### config.mk
export PLATFORM = sky130hd
export DESIGN_NAME = alu_arbiter
export DESIGN_NICKNAME = d
export VERILOG_FILES = /design/src/rtl/alu_pkg.sv /design/src/rtl/rr_arbiter2.sv /design/src/rtl/alu_arbiter.sv
export SDC_FILE = /design/constraint.sdc
export NUM_CORES = 1
export LEC_CHECK = 0
export CORE_MARGIN = 10
export CORE_UTILIZATION = 39
export CTS_CLUSTER_DIAMETER = 200
export DETAILED_ROUTE_END_ITERATION = 10
export GPL_TIMING_DRIVEN = 0
export PLACE_DENSITY = 0.81
export SETUP_SLACK_MARGIN = 0.05
export SYNTH_ARGS = -nofsm -noshare
export SYNTH_HDL_FRONTEND = slang
export SYNTH_SLANG_ARGS = --single-unit
### constraint.sdc
create_clock -name clk -period 1.51 [get_ports clk]
set_input_delay 0.2265 -clock clk [delete_from_list [all_inputs] [get_ports clk]]
set_output_delay 0.2265 -clock clk [all_outputs]
set_load 0.01 [all_outputs]
### src/rtl/alu_pkg.sv
// ----------------------------------------------------------------------------
// alu_pkg
//   Shared types for the ALU arbiter slice.
//   alu_funct_t : 2-bit ALU operation code (add, sub, and, arithmetic shift right)
//   arb_state_t : arbiter FSM states (IDLE -> EXEC -> RESP)
// ----------------------------------------------------------------------------
package alu_pkg;

   typedef enum logic [1:0] {
      ALU_ADD = 2'b00,
      ALU_SUB = 2'b01,
      ALU_AND = 2'b10,
      ALU_ASR = 2'b11
   } alu_funct_t;

   typedef enum logic [1:0] {
      IDLE = 2'b00,
      EXEC = 2'b01,
      RESP = 2'b10
   } arb_state_t;

endpackage

### src/rtl/rr_arbiter2.sv
// ----------------------------------------------------------------------------
// rr_arbiter2
//   Two-way round-robin grant logic (purely combinational).
//   req   in  2  request lines
//   ptr   in  1  requester favoured when both request
//   grant out 2  one-hot grant, zero when nothing requests
// ----------------------------------------------------------------------------
module rr_arbiter2
   import alu_pkg::*;
(
   input  logic [1:0] req,
   input  logic       ptr,
   output logic [1:0] grant
);

   // A lone requester always wins; on contention the pointer decides.
   assign grant[0] = req[0] & (~req[1] | ~ptr);
   assign grant[1] = req[1] & (~req[0] |  ptr);

endmodule

### src/rtl/alu_arbiter.sv
// ----------------------------------------------------------------------------
// alu_arbiter
//   Shares one external combinational ALU between two requesters. A request is
//   granted round-robin, its operands are registered onto the ALU ports, the
//   ALU result is registered one cycle later and presented on a single
//   response channel tagged with the requester id. One operation in flight.
//
//   clk, reset               clock, synchronous active-high reset
//   req_valid/req_ready [1:0] per-requester handshake
//   req0_a/b/funct           requester 0 operands and op
//   req1_a/b/funct           requester 1 operands and op
//   alu_a/b/funct            registered drive of the external ALU
//   alu_out/zero/carry       external ALU result and flags
//   rsp_valid/rsp_ready      response handshake
//   rsp_id/data/zero/carry   registered response payload
// ----------------------------------------------------------------------------
module alu_arbiter
   import alu_pkg::*;
#(
   parameter int WIDTH   = 32,
   parameter bit RR_INIT = 1'b0
)(
   input  logic             clk,
   input  logic             reset,
   input  logic [1:0]       req_valid,
   output logic [1:0]       req_ready,
   input  logic [WIDTH-1:0] req0_a,
   input  logic [WIDTH-1:0] req0_b,
   input  logic [WIDTH-1:0] req1_a,
   input  logic [WIDTH-1:0] req1_b,
   input  logic [1:0]       req0_funct,
   input  logic [1:0]       req1_funct,
   output logic [WIDTH-1:0] alu_a,
   output logic [WIDTH-1:0] alu_b,
   output logic [1:0]       alu_funct,
   input  logic [WIDTH-1:0] alu_out,
   input  logic             alu_zero,
   input  logic             alu_carry,
   output logic             rsp_valid,
   input  logic             rsp_ready,
   output logic             rsp_id,
   output logic [WIDTH-1:0] rsp_data,
   output logic             rsp_zero,
   output logic             rsp_carry
);

   arb_state_t       state_q;
   logic             rr_ptr_q, rr_ptr_d;
   logic             id_q;
   logic [WIDTH-1:0] alu_a_q, alu_b_q;
   alu_funct_t       alu_funct_q;
   logic             rsp_valid_q, rsp_id_q, rsp_zero_q, rsp_carry_q;
   logic [WIDTH-1:0] rsp_data_q;
   logic [1:0]       grant;
   logic             accept;

   rr_arbiter2 u_rr (
      .req   (req_valid),
      .ptr   (rr_ptr_q),
      .grant (grant)
   );

   // Grants are only offered while idle; reset masks them so nothing is
   // advertised as accepted during a reset cycle.
   assign req_ready = (state_q == IDLE && !reset) ? grant : 2'b00;
   assign accept    = (state_q == IDLE) && (grant != 2'b00);

   // Pointer moves only on an actual accept, away from the winner.
   assign rr_ptr_d  = accept ? ~grant[1] : rr_ptr_q;

   always_ff @(posedge clk) begin
      if (reset) begin
         state_q     <= IDLE;
         rr_ptr_q    <= RR_INIT;
         id_q        <= 1'b0;
         alu_a_q     <= '0;
         alu_b_q     <= '0;
         alu_funct_q <= ALU_ADD;
         rsp_valid_q <= 1'b0;
         rsp_id_q    <= 1'b0;
         rsp_data_q  <= '0;
         rsp_zero_q  <= 1'b0;
         rsp_carry_q <= 1'b0;
      end else begin
         rr_ptr_q <= rr_ptr_d;
         case (state_q)
            IDLE: begin
               if (accept) begin
                  alu_a_q     <= grant[1] ? req1_a : req0_a;
                  alu_b_q     <= grant[1] ? req1_b : req0_b;
                  alu_funct_q <= alu_funct_t'(grant[1] ? req1_funct : req0_funct);
                  id_q        <= grant[1];
                  state_q     <= EXEC;
               end
            end
            EXEC: begin
               // ALU inputs have been stable for a full cycle; capture result.
               rsp_data_q  <= alu_out;
               rsp_zero_q  <= alu_zero;
               rsp_carry_q <= alu_carry;
               rsp_id_q    <= id_q;
               rsp_valid_q <= 1'b1;
               state_q     <= RESP;
            end
            RESP: begin
               if (rsp_ready) begin
                  rsp_valid_q <= 1'b0;
                  state_q     <= IDLE;
               end
            end
            default: state_q <= IDLE;
         endcase
      end
   end

   assign alu_a     = alu_a_q;
   assign alu_b     = alu_b_q;
   assign alu_funct = alu_funct_q;
   assign rsp_valid = rsp_valid_q;
   assign rsp_id    = rsp_id_q;
   assign rsp_data  = rsp_data_q;
   assign rsp_zero  = rsp_zero_q;
   assign rsp_carry = rsp_carry_q;

endmodule

# Yosys cells after proc, flatten, opt, wreduce, memory -nomap -nowiden

Cells that the tools add are included.

Mux-type cells: 9
Reductions and logical operators: 9
Equal/unequal tests: 4
Bitwise logic cells: 8

Operator list:

| operator                                       | number |
|---|---|
| 2-to-1 mux 32 bit                              | 2 |
| 2-to-1 mux 2 bit                               | 4 |
| case mux 2 bit (3 select lines)                | 1 |
| AND reduction 2 bit                            | 3 |
| != test 2 bit (second input constant)          | 2 |
| NOT 1 bit                                      | 4 |
| nonzero test 2 bit                             | 2 |
| bitwise AND 1 bit                              | 2 |
| == test 2 x 1 -> 1 bit (second input constant) | 1 |
| == test 2 bit (second input constant)          | 1 |
| logical AND 1 bit                              | 2 |
| zero test 2 bit                                | 1 |
| bitwise OR 1 bit                               | 2 |
| case mux 1 bit (2 select lines)                | 1 |
| zero test 1 bit                                | 1 |
| 2-to-1 mux 1 bit                               | 1 |

Output and inout bits: 104
Bits in registers: 106
Input bits: 171
Word-level logic and storage cells: 41

# Depth between registers and ports, before layout

Depth in word-level cells: 7
Depth in mapped cells: 6
Mapped depth without buffers: 3

# By module

Synthesis repeated with hierarchy kept, for this count alone.

Cell total of the unflattened synthesis: 481
Area, all modules: 4558.1 um^2

Modules (own cells, without submodules):

| module      | area each (um^2) | sequential area each (um^2) | instances | cells each |
|---|---|---|---|---|
| alu_arbiter | 4539.4           | 2122.0                      | 1         | 478 |
| rr_arbiter2 | 18.8             | 0.0                         | 1         | 3 |

# Worst setup path before layout

OpenSTA, ideal clock, no wires.

Path type: input to output
Start: input req_valid[1]
End: output req_ready[1]
Setup slack: 0.117 ns
Cell stages on the path: 5
Buffers on the path: 3
Required time: 1.283 ns
Arrival time: 1.166 ns
Cell sequence: buf_4 -> clkinv_2 -> buf_6 -> clkbuf_1 -> nor4_1

Cells in the longest elaborated chain, start to end: 2

RTL lines:

| element           | line              | RTL |
|---|---|---|
| start, declared   | alu_arbiter.sv:25 | `input logic [1:0] req_valid,` |
| bitwise AND 1 bit | rr_arbiter2.sv:18 | `assign grant[1] = req[1] & (~req[0] \| ptr);` |
| 2-to-1 mux 2 bit  | alu_arbiter.sv:65 | `assign req_ready = (state_q == IDLE && !reset) ? grant : 2'b00;` |
| end, declared     | alu_arbiter.sv:26 | `output logic [1:0] req_ready,` |

Every way passes these cells.

# Final worst setup path

Start: register rr_ptr_q
End: output req_ready[1]

Cells in the longest elaborated chain, start to end: 3

RTL lines:

| element                | line              | RTL |
|---|---|---|
| start, declared        | alu_arbiter.sv:48 | `logic rr_ptr_q, rr_ptr_d;` |
| start signal, assigned | alu_arbiter.sv:85 | `rr_ptr_q <= rr_ptr_d;` |
| bitwise OR 1 bit       | rr_arbiter2.sv:18 |  |
| bitwise AND 1 bit      | rr_arbiter2.sv:18 |  |
| 2-to-1 mux 2 bit       | alu_arbiter.sv:65 |  |

Every way passes these cells.

==> results.sh <==
export IMPL_num_rows=40
export IMPL_number_of_buffers_between_clock_root_and_the_deepest_sink=2
export IMPL_multiInputGateArea_um2=2499
export IMPL_layout_worst_path_cycle_share=1.094
export IMPL_synth_async_sr_flop_share=0
export IMPL_p_leak_uw=0.003638
export IMPL_syn_instance_count=572
export IMPL_timing_final_setup_violations=2
export IMPL_timing_worst_slew_pin_value_ns=0.7306
export IMPL_postRouteWirelength_um=21520
export IMPL_grt_max_degree=20
export IMPL_initial_utilization=0.4045
export IMPL_drtAntennaViolNets=0
export IMPL_post_dp_cell_area_um2=7853
export IMPL_worst_setup_path_end_kind="output port"
export IMPL_clkTransAtPathRegs_ns=0.08
export IMPL_register_to_register_path_setup_slack_ns=0.03
export IMPL_sinks_on_the_clock_net=106
export IMPL_ys_ff_latch=106
export IMPL_clockRootBuffer="clkbuf_16"
export IMPL_largest_clock_skew_in_the_final_design_ns=0.01081
export IMPL_timing_setup_critical_path_class="flip-flop to output port"
export IMPL_drtIter0Drc=399
export IMPL_drive_above_1_share=0.1693
export IMPL_avgRoutedWirePerCell_um=20.60
export IMPL_fin_crit_ns=1.652
export IMPL_track_usage=0.2230
export IMPL_grt_first_pass_wirelength_um=31920
export IMPL_synth_yosys_warnings=0
export IMPL_filler_instances=969
export IMPL_die_width_um=132.3
export IMPL_dpl_hpwl_um=16100
export IMPL_antenna_found_initial=3
export IMPL_violated_checks="setup timing"
export IMPL_cts_buffers_inserted=9
export IMPL_globalRouteOverflowTotal=0
export IMPL_ios=275
export IMPL_power_density_nw_per_um2=961.2
export IMPL_synth_seq_area_share=0.4313
export IMPL_hold_ws_ns=0.3553
export IMPL_leading_cell_types_in_the_layout_fill_and_taps_excluded="168 x clkdlybuf4s50_1, 104 x a21oi_1, 103 x dfxtp_1"
export IMPL_fp_coreArea_um2=12160
export IMPL_holdCritPathClass="input port to flip-flop"
export IMPL_crit_fanout=4
export IMPL_final_nets=1040
export IMPL_insertion_delay_ns=0.35
export IMPL_worst_hold_path_num_cells=3
export IMPL_maxClockFrequency_mhz=605.5
export IMPL_cts_tree="done"
export IMPL_gpl_congestion=0.8106
export IMPL_finalHoldViolations=0
export IMPL_max_vdd_ir_drop_mv=0.5154
export IMPL_routed_via_count=5729
export IMPL_synth_lib_cells_used_distinct=26
export IMPL_ff2ff_path_depth=5
export IMPL_cp_data_required_time_ns=1.28
export IMPL_worstPathArrival_ns=1.43
export IMPL_die_area_um2=17510
export IMPL_first_global_vias=5825
export IMPL_area_growth_pct=73.55
export IMPL_slew_viol_final=0
export IMPL_grt_setup_unrepaired="true"
export IMPL_ctsHoldBuffers=0
export IMPL_timing_max_slew_rel_slack=0.5129
export IMPL_chipHeight_um=132.3
export IMPL_mapped_area_um2=4920
export IMPL_totalPowerFinal_uw=8207
export IMPL_ff_latch_area_um2=2128
export IMPL_most_common_cell_after_layout_fill_and_taps_aside="clkdlybuf4s50_1"
export IMPL_drc=0
export IMPL_h_tree_depth=3
export IMPL_setup_worst_path_start_class="flip-flop"
export IMPL_avgSynthCellArea_um2=8.601
export IMPL_status="complete, but fails checks"
export IMPL_post_route_cell_area_um2=8538
export IMPL_drt_first_pass_iters=5
export IMPL_fin_util=0.7021
export IMPL_setup_slack_ns=-0.1415
export IMPL_syn_num_nets=743
export IMPL_drv_cap=0
export IMPL_number_of_synthesized_flops_with_an_enable_pin=0
export IMPL_port_buffer_count=272
export IMPL_dominantRegCellSynth="dfxtp_1"
export IMPL_post_drt_via_cell_ratio=5.482
[area by class of cell]
type                            instances  share of cell area
Inverter                                1           0.0005862
Clock inverter                          7            0.007327
Clock buffer                            9             0.02638
Buffer                                 71             0.06067
Timing Repair Buffer                  286              0.3376
Multi-Input combinational cell        394              0.2926
Antenna cell                            3           0.0008792
Sequential cell                       106              0.2493
Tap cell                              168             0.02462
[cells by family (layout without fill, tap and decap cells)]
kind of cell | after synthesis | count (layout) | share of synthesized area
buf+inv | 72 | 374 | 0.08037
compound gates | 238 | 238 | 0.3433
other cells | 0 | 3 | 0
flops | 106 | 106 | 0.4313
simple gates | 156 | 156 | 0.1450
[synth_stat cells (2+ instances only)]
library cell  count  area (µm²)
dfxtp_1         106        2122
a21oi_1         104       520.5
nand2_1          72       270.3
nand3_1          67       335.3
a311oi_2         40       600.6
o21ai_1          36       180.2
o21ai_0          32       160.2
buf_2            27       135.1
clkbuf_1         27       101.4
a311oi_1         26       227.7
buf_6             9       101.4
buf_4             6       45.04
nor2_1            3       11.26
nor3_1            3       15.01
buf_1             2       7.510
or2_1             2       12.51
[per-stage QoR]
stage	std cells	setup WS (ns)	TNS, ns
global route	1045	-0.1897	-0.6057
CTS	1032	-0.1285	-0.1787
global placement	1012	-0.8072	-23.85
floorplan	572	0.1174	0
finish	1045	-0.1415	-0.1765
detailed placement	1012	-0.7966	-25.85
[path summary, 6_finish.rpt]
check,startpoint,end
worst max-delay path,rr_ptr_q$_SDFFE_PP0P_,req_ready[1]
worst min register to register,rsp_data[17]$_SDFFE_PP0P_,rsp_data[17]$_SDFFE_PP0P_
worst max register to register,rr_ptr_q$_SDFFE_PP0P_,alu_b[25]$_SDFFE_PP0P_
worst min-delay path,req_valid[1],state_q[0]$_SDFFE_PP0P_
[report_power, final]
| group | leakage, µW | total, µW | switching (µW) | internal, µW |
|---|---|---|---|---|
| Clock | 0.000138 | 2290 | 1140 | 1150 |
| Combinational | 0.00262 | 2670 | 1300 | 1370 |
| Sequential | 0.000877 | 3250 | 156 | 3090 |
| Total | 0.00364 | 8210 | 2600 | 5610 |
[state kept, by name, indices dropped and copies added, names as in the netlist]
name       count
alu_funct      2
rr_ptr_q       1
rsp_carry      1
state_q        2
rsp_valid      1
rsp_zero       1
rsp_data      32
id_q           1
rsp_id         1
alu_b         32
alu_a         32
[timing repair]
item / 4_1_cts / 5_1_grt
setup buffers: 4 / 5
setup endpoints to repair: 141 / 82
resized for setup: 133 / 78
pin swaps: 3 / 11
gates cloned: 0 / 6
[worst max-delay path: stages (launching register included)]
cell and delay (ns):
dfxtp_2 0.35, and2b_2 0.23, clkbuf_8 0.14, nor4_4 0.19, buf_4 0.17
[routing by layer]
metal	up-vias	global-route usage	part of all wire
met5	-	0	0
li1	2719	-	-
met2	280	0.3676	0.48
met4	0	0.09841	0.036
met3	47	0.07774	0.089
met1	2683	0.2551	0.39
Power figures use the tool's default switching activity.
